<file path="src/rtl/fetch_arbiter_pkg.sv">
// Shared types for the fetch arbiter: the in-flight tag carried through each
// memory port's tag FIFO, plus the fixed instruction request size.
package fetch_arbiter_pkg;

    localparam int INST_BYTES  = 4;
    localparam int FETCH_IDX_W = 8;

    typedef struct packed {
        logic [FETCH_IDX_W-1:0] fetch_idx;
        logic                   squashed;
    } fetch_tag_t;

endpackage

</file>
<file path="src/rtl/fetch_arbiter_if.sv">
// Fetch-side and memory-side handshake bundle of the fetch arbiter.
// The arbiter sits on the slave modport; fetch stages and memory on master.
interface fetch_arbiter_if #(
    parameter int FETCH_PORT_CNT = 4,
    parameter int MEM_PORT_CNT   = 2,
    parameter int ADDR_W         = 32,
    parameter int DATA_W         = 32
);
    logic [FETCH_PORT_CNT-1:0]             fetch_req_valid;
    logic [FETCH_PORT_CNT-1:0][ADDR_W-1:0] fetch_req_pc;
    logic [FETCH_PORT_CNT-1:0]             fetch_req_ready;
    logic [FETCH_PORT_CNT-1:0]             fetch_flush;
    logic [FETCH_PORT_CNT-1:0]             fetch_rsp_valid;
    logic [FETCH_PORT_CNT-1:0][DATA_W-1:0] fetch_rsp_inst;
    logic [FETCH_PORT_CNT-1:0]             fetch_rsp_err;
    logic [MEM_PORT_CNT-1:0]               mem_req_valid;
    logic [MEM_PORT_CNT-1:0][ADDR_W-1:0]   mem_req_addr;
    logic [MEM_PORT_CNT-1:0]               mem_req_ready;
    logic [MEM_PORT_CNT-1:0]               mem_rsp_valid;
    logic [MEM_PORT_CNT-1:0][DATA_W-1:0]   mem_rsp_data;
    logic [MEM_PORT_CNT-1:0]               mem_rsp_err;
    logic                                  protocol_err;

    modport slave (
        input  fetch_req_valid, fetch_req_pc, fetch_flush,
        input  mem_req_ready, mem_rsp_valid, mem_rsp_data, mem_rsp_err,
        output fetch_req_ready, fetch_rsp_valid, fetch_rsp_inst, fetch_rsp_err,
        output mem_req_valid, mem_req_addr, protocol_err
    );

    modport master (
        output fetch_req_valid, fetch_req_pc, fetch_flush,
        output mem_req_ready, mem_rsp_valid, mem_rsp_data, mem_rsp_err,
        input  fetch_req_ready, fetch_rsp_valid, fetch_rsp_inst, fetch_rsp_err,
        input  mem_req_valid, mem_req_addr, protocol_err
    );

endinterface

</file>
<file path="src/rtl/fetch_tag_fifo.sv">
// In-order tag FIFO for one memory port. A flush mask marks every stored
// entry belonging to a flushed fetch port as squashed.
module fetch_tag_fifo
    import fetch_arbiter_pkg::*;
#(
    parameter int DEPTH   = 2,
    parameter int FLUSH_W = 4
) (
    input  logic               clk,
    input  logic               rst_n,
    input  logic               push,
    input  fetch_tag_t         push_tag,
    input  logic               pop,
    input  logic [FLUSH_W-1:0] flush,
    output fetch_tag_t         head,
    output logic               full,
    output logic               empty
);

    localparam int PTR_W = (DEPTH > 1) ? $clog2(DEPTH) : 1;
    localparam int CNT_W = $clog2(DEPTH + 1);

    fetch_tag_t       entry [DEPTH];
    logic [PTR_W-1:0] rd_ptr;
    logic [PTR_W-1:0] wr_ptr;
    logic [CNT_W-1:0] count;

    function automatic logic [PTR_W-1:0] ptr_inc(input logic [PTR_W-1:0] p);
        return (p == PTR_W'(DEPTH - 1)) ? '0 : p + 1'b1;
    endfunction

    assign full  = (count == CNT_W'(DEPTH));
    assign empty = (count == '0);
    assign head  = entry[rd_ptr];

    always_ff @(posedge clk or negedge rst_n) begin
        if (!rst_n) begin
            rd_ptr <= '0;
            wr_ptr <= '0;
            count  <= '0;
            for (int k = 0; k < DEPTH; k++) entry[k] <= '0;
        end else begin
            // Stale slots may get marked too; they are overwritten on the next push.
            for (int k = 0; k < DEPTH; k++)
                for (int f = 0; f < FLUSH_W; f++)
                    if (flush[f] && entry[k].fetch_idx == FETCH_IDX_W'(f))
                        entry[k].squashed <= 1'b1;
            if (push) begin
                entry[wr_ptr] <= push_tag;
                wr_ptr        <= ptr_inc(wr_ptr);
            end
            if (pop) rd_ptr <= ptr_inc(rd_ptr);
            case ({push, pop})
                2'b10:   count <= count + 1'b1;
                2'b01:   count <= count - 1'b1;
                default: ;
            endcase
        end
    end

endmodule

</file>
<file path="src/rtl/fetch_arbiter.sv">
// Round-robin arbiter of fetch ports onto memory read ports, with per-port
// busy tracking, squash-on-flush and registered one-cycle response pulses.
module fetch_arbiter
    import fetch_arbiter_pkg::*;
#(
    parameter int FETCH_PORT_CNT  = 4,
    parameter int MEM_PORT_CNT    = 2,
    parameter int MAX_OUTSTANDING = 2,
    parameter int ADDR_W          = 32,
    parameter int DATA_W          = 32
) (
    input logic            clk,
    input logic            rst_n,
    fetch_arbiter_if.slave bus
);

    localparam int HEAD_W = $clog2(FETCH_PORT_CNT);

    logic [FETCH_PORT_CNT-1:0]             busy;
    logic [FETCH_PORT_CNT-1:0]             eligible;
    logic [FETCH_PORT_CNT-1:0]             grant_ready;
    logic [FETCH_PORT_CNT-1:0]             busy_clr;
    logic [FETCH_PORT_CNT-1:0]             rsp_valid_q, rsp_valid_d;
    logic [FETCH_PORT_CNT-1:0][DATA_W-1:0] rsp_inst_q, rsp_inst_d;
    logic [FETCH_PORT_CNT-1:0]             rsp_err_q, rsp_err_d;
    logic [HEAD_W-1:0]                     rr_head, rr_head_d;
    logic [MEM_PORT_CNT-1:0]               avail, grant_valid;
    logic [MEM_PORT_CNT-1:0]               fifo_full, fifo_empty, fifo_pop;
    logic [MEM_PORT_CNT-1:0][ADDR_W-1:0]   grant_addr;
    fetch_tag_t                            fifo_head [MEM_PORT_CNT];
    fetch_tag_t                            push_tag  [MEM_PORT_CNT];
    logic                                  protocol_err_q;
    logic                                  proto_hit;

    // Gating with rst_n keeps the combinational grant outputs at 0 while in reset.
    assign eligible = bus.fetch_req_valid & ~busy & ~bus.fetch_flush & {FETCH_PORT_CNT{rst_n}};
    assign fifo_pop = bus.mem_rsp_valid & ~fifo_empty;
    // A full FIFO popping this cycle has room; only the pop strobe reaches the grant path.
    assign avail     = bus.mem_req_ready & (~fifo_full | fifo_pop);
    assign proto_hit = |(bus.mem_rsp_valid & fifo_empty);

    always_comb begin
        logic [HEAD_W-1:0] idx;
        logic              placed;
        int                next_mem;
        idx         = '0;
        placed      = 1'b0;
        next_mem    = 0;
        grant_ready = '0;
        grant_valid = '0;
        grant_addr  = '0;
        rr_head_d   = rr_head;
        for (int j = 0; j < MEM_PORT_CNT; j++) push_tag[j] = '0;
        for (int k = 0; k < FETCH_PORT_CNT; k++) begin
            idx    = rr_head + HEAD_W'(k);
            placed = 1'b0;
            if (eligible[idx]) begin
                for (int j = 0; j < MEM_PORT_CNT; j++) begin
                    if (!placed && j >= next_mem && avail[j]) begin
                        placed                = 1'b1;
                        next_mem              = j + 1;
                        grant_valid[j]        = 1'b1;
                        grant_addr[j]         = bus.fetch_req_pc[idx];
                        push_tag[j].fetch_idx = FETCH_IDX_W'(idx);
                        grant_ready[idx]      = 1'b1;
                        rr_head_d             = idx + 1'b1;
                    end
                end
            end
        end
    end

    always_comb begin
        rsp_valid_d = '0;
        rsp_inst_d  = rsp_inst_q;
        rsp_err_d   = rsp_err_q;
        busy_clr    = '0;
        for (int j = 0; j < MEM_PORT_CNT; j++) begin
            if (fifo_pop[j]) begin
                for (int i = 0; i < FETCH_PORT_CNT; i++) begin
                    if (fifo_head[j].fetch_idx == FETCH_IDX_W'(i)) begin
                        busy_clr[i] = 1'b1;
                        if (!fifo_head[j].squashed && !bus.fetch_flush[i]) begin
                            rsp_valid_d[i] = 1'b1;
                            rsp_inst_d[i]  = bus.mem_rsp_data[j];
                            rsp_err_d[i]   = bus.mem_rsp_err[j];
                        end
                    end
                end
            end
        end
    end

    for (genvar j = 0; j < MEM_PORT_CNT; j++) begin : g_fifo
        fetch_tag_fifo #(
            .DEPTH   (MAX_OUTSTANDING),
            .FLUSH_W (FETCH_PORT_CNT)
        ) u_fifo (
            .clk      (clk),
            .rst_n    (rst_n),
            .push     (grant_valid[j]),
            .push_tag (push_tag[j]),
            .pop      (fifo_pop[j]),
            .flush    (bus.fetch_flush),
            .head     (fifo_head[j]),
            .full     (fifo_full[j]),
            .empty    (fifo_empty[j])
        );
    end

    always_ff @(posedge clk or negedge rst_n) begin
        if (!rst_n) begin
            busy           <= '0;
            rr_head        <= '0;
            rsp_valid_q    <= '0;
            rsp_inst_q     <= '0;
            rsp_err_q      <= '0;
            protocol_err_q <= 1'b0;
        end else begin
            busy           <= (busy & ~busy_clr) | grant_ready;
            rr_head        <= rr_head_d;
            rsp_valid_q    <= rsp_valid_d;
            rsp_inst_q     <= rsp_inst_d;
            rsp_err_q      <= rsp_err_d;
            protocol_err_q <= protocol_err_q | proto_hit;
        end
    end

    assign bus.fetch_req_ready = grant_ready;
    assign bus.mem_req_valid   = grant_valid;
    assign bus.mem_req_addr    = grant_addr;
    assign bus.fetch_rsp_valid = rsp_valid_q;
    assign bus.fetch_rsp_inst  = rsp_inst_q;
    assign bus.fetch_rsp_err   = rsp_err_q;
    assign bus.protocol_err    = protocol_err_q;

endmodule

</file>
<file path="src/flat_wrapper.sv">
// flat-port wrapper written by rule: the top's interface ports become plain ports
module fetch_arbiter_flat import fetch_arbiter_pkg::*;
#(
    parameter int FETCH_PORT_CNT  = 4,
    parameter int MEM_PORT_CNT    = 2,
    parameter int MAX_OUTSTANDING = 2,
    parameter int ADDR_W          = 32,
    parameter int DATA_W          = 32
)
  (clk, rst_n, bus_fetch_req_valid, bus_fetch_req_pc, bus_fetch_flush, bus_mem_req_ready, bus_mem_rsp_valid, bus_mem_rsp_data, bus_mem_rsp_err, bus_fetch_req_ready, bus_fetch_rsp_valid, bus_fetch_rsp_inst, bus_fetch_rsp_err, bus_mem_req_valid, bus_mem_req_addr, bus_protocol_err);
  fetch_arbiter_if #(.FETCH_PORT_CNT(FETCH_PORT_CNT), .MEM_PORT_CNT(MEM_PORT_CNT), .ADDR_W(ADDR_W), .DATA_W(DATA_W)) bus_i ();
  input logic clk;
  input logic rst_n;
  input wire logic [$bits(bus_i.fetch_req_valid)-1:0] bus_fetch_req_valid;
  input wire logic [$bits(bus_i.fetch_req_pc)-1:0] bus_fetch_req_pc;
  input wire logic [$bits(bus_i.fetch_flush)-1:0] bus_fetch_flush;
  input wire logic [$bits(bus_i.mem_req_ready)-1:0] bus_mem_req_ready;
  input wire logic [$bits(bus_i.mem_rsp_valid)-1:0] bus_mem_rsp_valid;
  input wire logic [$bits(bus_i.mem_rsp_data)-1:0] bus_mem_rsp_data;
  input wire logic [$bits(bus_i.mem_rsp_err)-1:0] bus_mem_rsp_err;
  output wire logic [$bits(bus_i.fetch_req_ready)-1:0] bus_fetch_req_ready;
  output wire logic [$bits(bus_i.fetch_rsp_valid)-1:0] bus_fetch_rsp_valid;
  output wire logic [$bits(bus_i.fetch_rsp_inst)-1:0] bus_fetch_rsp_inst;
  output wire logic [$bits(bus_i.fetch_rsp_err)-1:0] bus_fetch_rsp_err;
  output wire logic [$bits(bus_i.mem_req_valid)-1:0] bus_mem_req_valid;
  output wire logic [$bits(bus_i.mem_req_addr)-1:0] bus_mem_req_addr;
  output wire logic [$bits(bus_i.protocol_err)-1:0] bus_protocol_err;
  assign bus_i.fetch_req_valid = bus_fetch_req_valid;
  assign bus_i.fetch_req_pc = bus_fetch_req_pc;
  assign bus_i.fetch_flush = bus_fetch_flush;
  assign bus_i.mem_req_ready = bus_mem_req_ready;
  assign bus_i.mem_rsp_valid = bus_mem_rsp_valid;
  assign bus_i.mem_rsp_data = bus_mem_rsp_data;
  assign bus_i.mem_rsp_err = bus_mem_rsp_err;
  assign bus_fetch_req_ready = bus_i.fetch_req_ready;
  assign bus_fetch_rsp_valid = bus_i.fetch_rsp_valid;
  assign bus_fetch_rsp_inst = bus_i.fetch_rsp_inst;
  assign bus_fetch_rsp_err = bus_i.fetch_rsp_err;
  assign bus_mem_req_valid = bus_i.mem_req_valid;
  assign bus_mem_req_addr = bus_i.mem_req_addr;
  assign bus_protocol_err = bus_i.protocol_err;
  fetch_arbiter #(.FETCH_PORT_CNT(FETCH_PORT_CNT), .MEM_PORT_CNT(MEM_PORT_CNT), .MAX_OUTSTANDING(MAX_OUTSTANDING), .ADDR_W(ADDR_W), .DATA_W(DATA_W)) u_core (.clk(clk), .rst_n(rst_n), .bus(bus_i));
endmodule
</file>
<file path="config.mk">
export PLATFORM = sky130hd
export DESIGN_NAME = fetch_arbiter_flat
export DESIGN_NICKNAME = d
export VERILOG_FILES = /design/src/rtl/fetch_arbiter_pkg.sv /design/src/rtl/fetch_arbiter_if.sv /design/src/rtl/fetch_tag_fifo.sv /design/src/rtl/fetch_arbiter.sv /design/src/flat_wrapper.sv
export SDC_FILE = /design/constraint.sdc
export NUM_CORES = 1
export LEC_CHECK = 0
export ABC_AREA = 1
export CAP_MARGIN = 20
export CORE_MARGIN = 5
export CORE_UTILIZATION = 44
export DETAILED_ROUTE_END_ITERATION = 8
export GPL_ROUTABILITY_DRIVEN = 0
export GPL_TIMING_DRIVEN = 0
export PLACE_DENSITY = 0.74
export SLEW_MARGIN = 20
export SYNTH_ARGS = -nofsm -noshare
export SYNTH_HDL_FRONTEND = slang
export SYNTH_SLANG_ARGS = --single-unit
export TNS_END_PERCENT = 10
</file>
<file path="constraint.sdc">
create_clock -name clk -period 7.6 [get_ports clk]
set_clock_uncertainty 0.2 [all_clocks]
set_input_delay 1.14 -clock clk [delete_from_list [all_inputs] [get_ports clk]]
set_output_delay 1.14 -clock clk [all_outputs]
set_load 0.02 [all_outputs]
</file>
==> impl_metrics.json <==
{
  "track_usage": 0.336,
  "synthXorXnorAreaFrac": 0.00405,
  "overflow": 0,
  "grt_pass1_vias": 16144,
  "drive_gt1_frac": 0.0517,
  "worstPathMaxFanout": 13,
  "crit_top_cell": "clkbuf_1",
  "stdcell_area_sq_um": 18200,
  "synth_compound_area_frac": 0.256,
  "drv_cap": 0,
  "hold_buffers": 0,
  "multi_input_area_sq_um": 7770,
  "powerDensity_nw_per_um2": 462,
  "dp_hpwl_um": 45100,
  "drv_slew": 0,
  "core-area_sq_um": 28900,
  "final-hold-violation-count": 0,
  "grt_pass1_wl_um": 89900,
  "avgViaCountPerCell": 6.00,
  "synth_top_family_by_area": "simple AND/OR/NAND/NOR gates",
  "ys_top_cells_by_area": "dfrtp_1 31%, nand2_1 12%, o21ai_0 8.9%",
  "post_drt_wl_per_cell_um": 21.0,
  "reg2regPathDepth": 19,
  "timing.final.crit_share": 0.982,
  "synthSimpleGateAreaFrac": 0.280,
  "cts_repair_resize_count": 0,
  "critPathBufInv": 11,
  "dieArea_sq_um": 33000,
  "rsz0062_at_grt": "false",
  "die_height_um": 182,
  "hp-start": "u_core.bus.protocol_err",
  "syn_to_final_growth_pct": 40.4,
  "ant_nets": 0,
  "pin_count": 415,
  "synthCells": 1956,
  "max_freq_mhz": 134,
  "antenna_found_initial": 8,
  "num_rows": 62,
  "drt_wl_total_um": 58700,
  "r2r-start": "u_core.rr_head[1]",
  "postSynthAreaPerCell_sq_um": 6.64,
  "cellLeakagePower_nw": 8.17,
  "synth.distinct_cells": 41,
  "synthesis.area_sq_um": 13000,
  "synthAdderAreaFrac": 0.0106,
  "cts_tree": "built",
  "worstPathRequired_ns": 6.26,
  "peakVddDrop_v": 0.000303,
  "cts_setup_buffers": 0,
  "rr_endpoint": "u_core.g_fifo[1].u_fifo.count[1]",
  "whs_path_depth": 2,
  "stdcell_count": 2791,
  "dr.pass1.iters": 6,
  "status": "finished, final reports clean",
  "ys_ff_latch": 163,
  "drcViolationCount": 0,
  "setup_viol": 0,
  "critical-path-top-delay-family": "buffers and inverters",
  "min_period_ns": 7.46,
  "nNetsFinal": 2606,
  "clock_path_buffers": 2,
  "cpMaxStageDelayCell": "clkdlybuf4s50_1",
  "clock_sinks": 163,
  "cts-buffers-inserted": 17,
  "htreeDepth": 4,
  "regArea_sq_um": 4080,
  "hold_class": "reg -> reg",
  "syn_nets": 2175,
  "dr.first_iter.drc_count": 2237,
  "whs_ns": 0.290,
  "place_area_sq_um": 17600,
  "hold_end": "u_core.bus.protocol_err",
  "cp-end-kind": "output port",
  "slew_headroom": 0.519,
  "die_w_um": 182,
  "yosysTopAreaCell": "dfrtp_1",
  "fillerInstances": 2591,
  "dp.cells": 2752,
  "start_kind": "flip-flop",
  "grt_max_degree": 96,
  "muxShareOfSynthArea": 0.0478,
  "path_cells": "inv_1 -> clkbuf_1 -> clkbuf_1 -> buf_1 -> ha_1 -> buf_4 -> inv_1 -> clkbuf_1 -> clkbuf_1 -> clkbuf_1 -> o21ai_0 -> inv_1 -> nand2_1 -> o211ai_1 -> clkdlybuf4s50_1",
  "ys_seq_area_frac": 0.314,
  "clkLatencyLatePin_ns": 0.43,
  "synth_warnings": 0,
  "cts.clk_slew.worst_paths_ns": 0.07,
  "critical_path_arrival_ns": 6.12,
  "crit_type": "reg -> out",
  "reg2reg_slack_ns": 2.32,
  "slowest_delay_ns": 0.68,
  "cts_root_buf": "clkbuf_16",
  "netlist.area_leader.share": 0.314,
  "tightest_slew_ns": 0.722,
  "io_buffers": 411,
  "num_vias": 16742,
  "initial_core_util": 0.449
}
worst max path at each step:
stage	endpoint	cells after the start	start
floorplan	bus_mem_req_addr[51]	18	u_core.rr_head[1]
global placement	bus_mem_req_addr[35]	15	rst_n
detailed placement	bus_mem_req_addr[61]	15	u_core.rr_head[1]
CTS	bus_mem_req_addr[61]	15	u_core.rr_head[1]
global route	bus_mem_req_addr[30]	15	u_core.rr_head[1]
finish	bus_mem_req_addr[61]	15	u_core.rr_head[1]
worst register-to-register path, cell delays in order, from the launching register on:
cell      delay, ns
dfrtp_1        0.52
inv_1          0.33
clkbuf_1       0.40
clkbuf_1       0.46
buf_1          0.61
ha_1           0.36
buf_4          0.18
inv_1          0.08
clkbuf_1       0.44
nand2_1        0.15
inv_1          0.10
a21oi_1        0.09
inv_1          0.17
nand2_1        0.14
nand2_1        0.16
inv_1          0.06
ha_1           0.32
a21oi_1        0.11
o21ai_0        0.11
xor2_1         0.16
flip-flops by register name (all words and copies together) (netlist names):
register,flops
u_core.g_fifo.u_fifo.entry,12
u_core.bus.fetch_rsp_inst,128
u_core.bus.protocol_err,1
u_core.busy,4
u_core.rr_head,2
u_core.bus.fetch_rsp_err,4
u_core.g_fifo.u_fifo.rd_ptr,2
u_core.g_fifo.u_fifo.wr_ptr,2
u_core.g_fifo.u_fifo.count,4
u_core.bus.fetch_rsp_valid,4
layout by cell type, fill, tap and decap left out, drive strengths merged:
cell type / synthesis / final
nand2: 439 / 439
clkdlybuf4s50: 0 / 410
nor2: 277 / 277
o21ai: 248 / 248
dfrtp: 163 / 163
nand3: 140 / 140
inv: 128 / 135
clkbuf: 98 / 116
a31oi: 102 / 102
a21oi: 81 / 81
mux2i: 62 / 62
a22oi: 59 / 59
buf: 48 / 50
o21bai: 25 / 25
o21a: 25 / 25
o211ai: 19 / 19
ha: 11 / 11
diode: 0 / 7
nand4: 6 / 6
nor3: 6 / 6
clkinv: 0 / 6
or2: 4 / 4
or3b: 4 / 4
xor2: 4 / 4
o31ai: 2 / 2
xnor2: 2 / 2
a32oi: 1 / 1
a41oi: 1 / 1
a311oi: 1 / 1
clkinvlp: 0 / 1
where the power goes:
| part | internal [W] | switching (W) |
|---|---|---|
| Clock | 0.000451 | 0.000416 |
| Combinational | 0.00224 | 0.00375 |
| Sequential | 0.00127 | 0.000290 |
Yosys cell counts, drive strengths merged:
| cell | number |
|---|---|
| a31oi | 102 |
| mux2i | 62 |
| clkbuf | 98 |
| o21bai | 25 |
| a41oi | 1 |
| xor2 | 4 |
| o211ai | 19 |
| o21a | 25 |
| nor3 | 6 |
| o21ai | 248 |
| or2 | 4 |
| ha | 11 |
| a22oi | 59 |
| nand4 | 6 |
| xnor2 | 2 |
| a311oi | 1 |
| a32oi | 1 |
| a21oi | 81 |
| or3b | 4 |
| o31ai | 2 |
| nand3 | 140 |
| nor2 | 277 |
| buf | 48 |
| nand2 | 439 |
| inv | 128 |
| dfrtp | 163 |
layout make-up:
cell class | count | area share
repair buffers | 412 | 0.228
clock inverters | 14 | 0.00872
plain buffers | 146 | 0.0356
diodes | 7 | 0.000961
flip-flops and latches | 163 | 0.224
multi-input cells | 1519 | 0.427
well taps | 384 | 0.0264
clock buffers | 18 | 0.0241
inverters | 128 | 0.0264
stage by stage:
step                setup TNS [ns]  total power [W]   util  setup slack (ns)
floorplan                        0          0.00497      -              2.66
global placement           -601.89          0.00731  0.607             -4.04
detailed placement               0          0.00741  0.609             0.930
CTS                              0          0.00829  0.629             0.436
global route                     0          0.00891  0.630            0.0415
finish                           0          0.00842  0.630             0.139
logic make-up (layout without fill, tap and decap cells):
| group | count (synthesis) | after routing |
|---|---|---|
| xor+xnor | 6 | 6 |
| mux | 62 | 62 |
| simple gates | 876 | 876 |
| fa+ha+maj | 11 | 11 |
| buf+inv | 274 | 718 |
| flops | 163 | 163 |
| compound gates | 564 | 564 |
| other cells | 0 | 7 |
metal layers:
metal / part of all wire / up-vias / track usage
met4: 0.049 / 4 / 0.164
met5: 0.00049 / - / 0
met3: 0.11 / 213 / 0.0660
li1: - / 7504 / -
met2: 0.46 / 1227 / 0.540
met1: 0.38 / 7794 / 0.433
No activity file was read; power rests on OpenSTA's default activity.
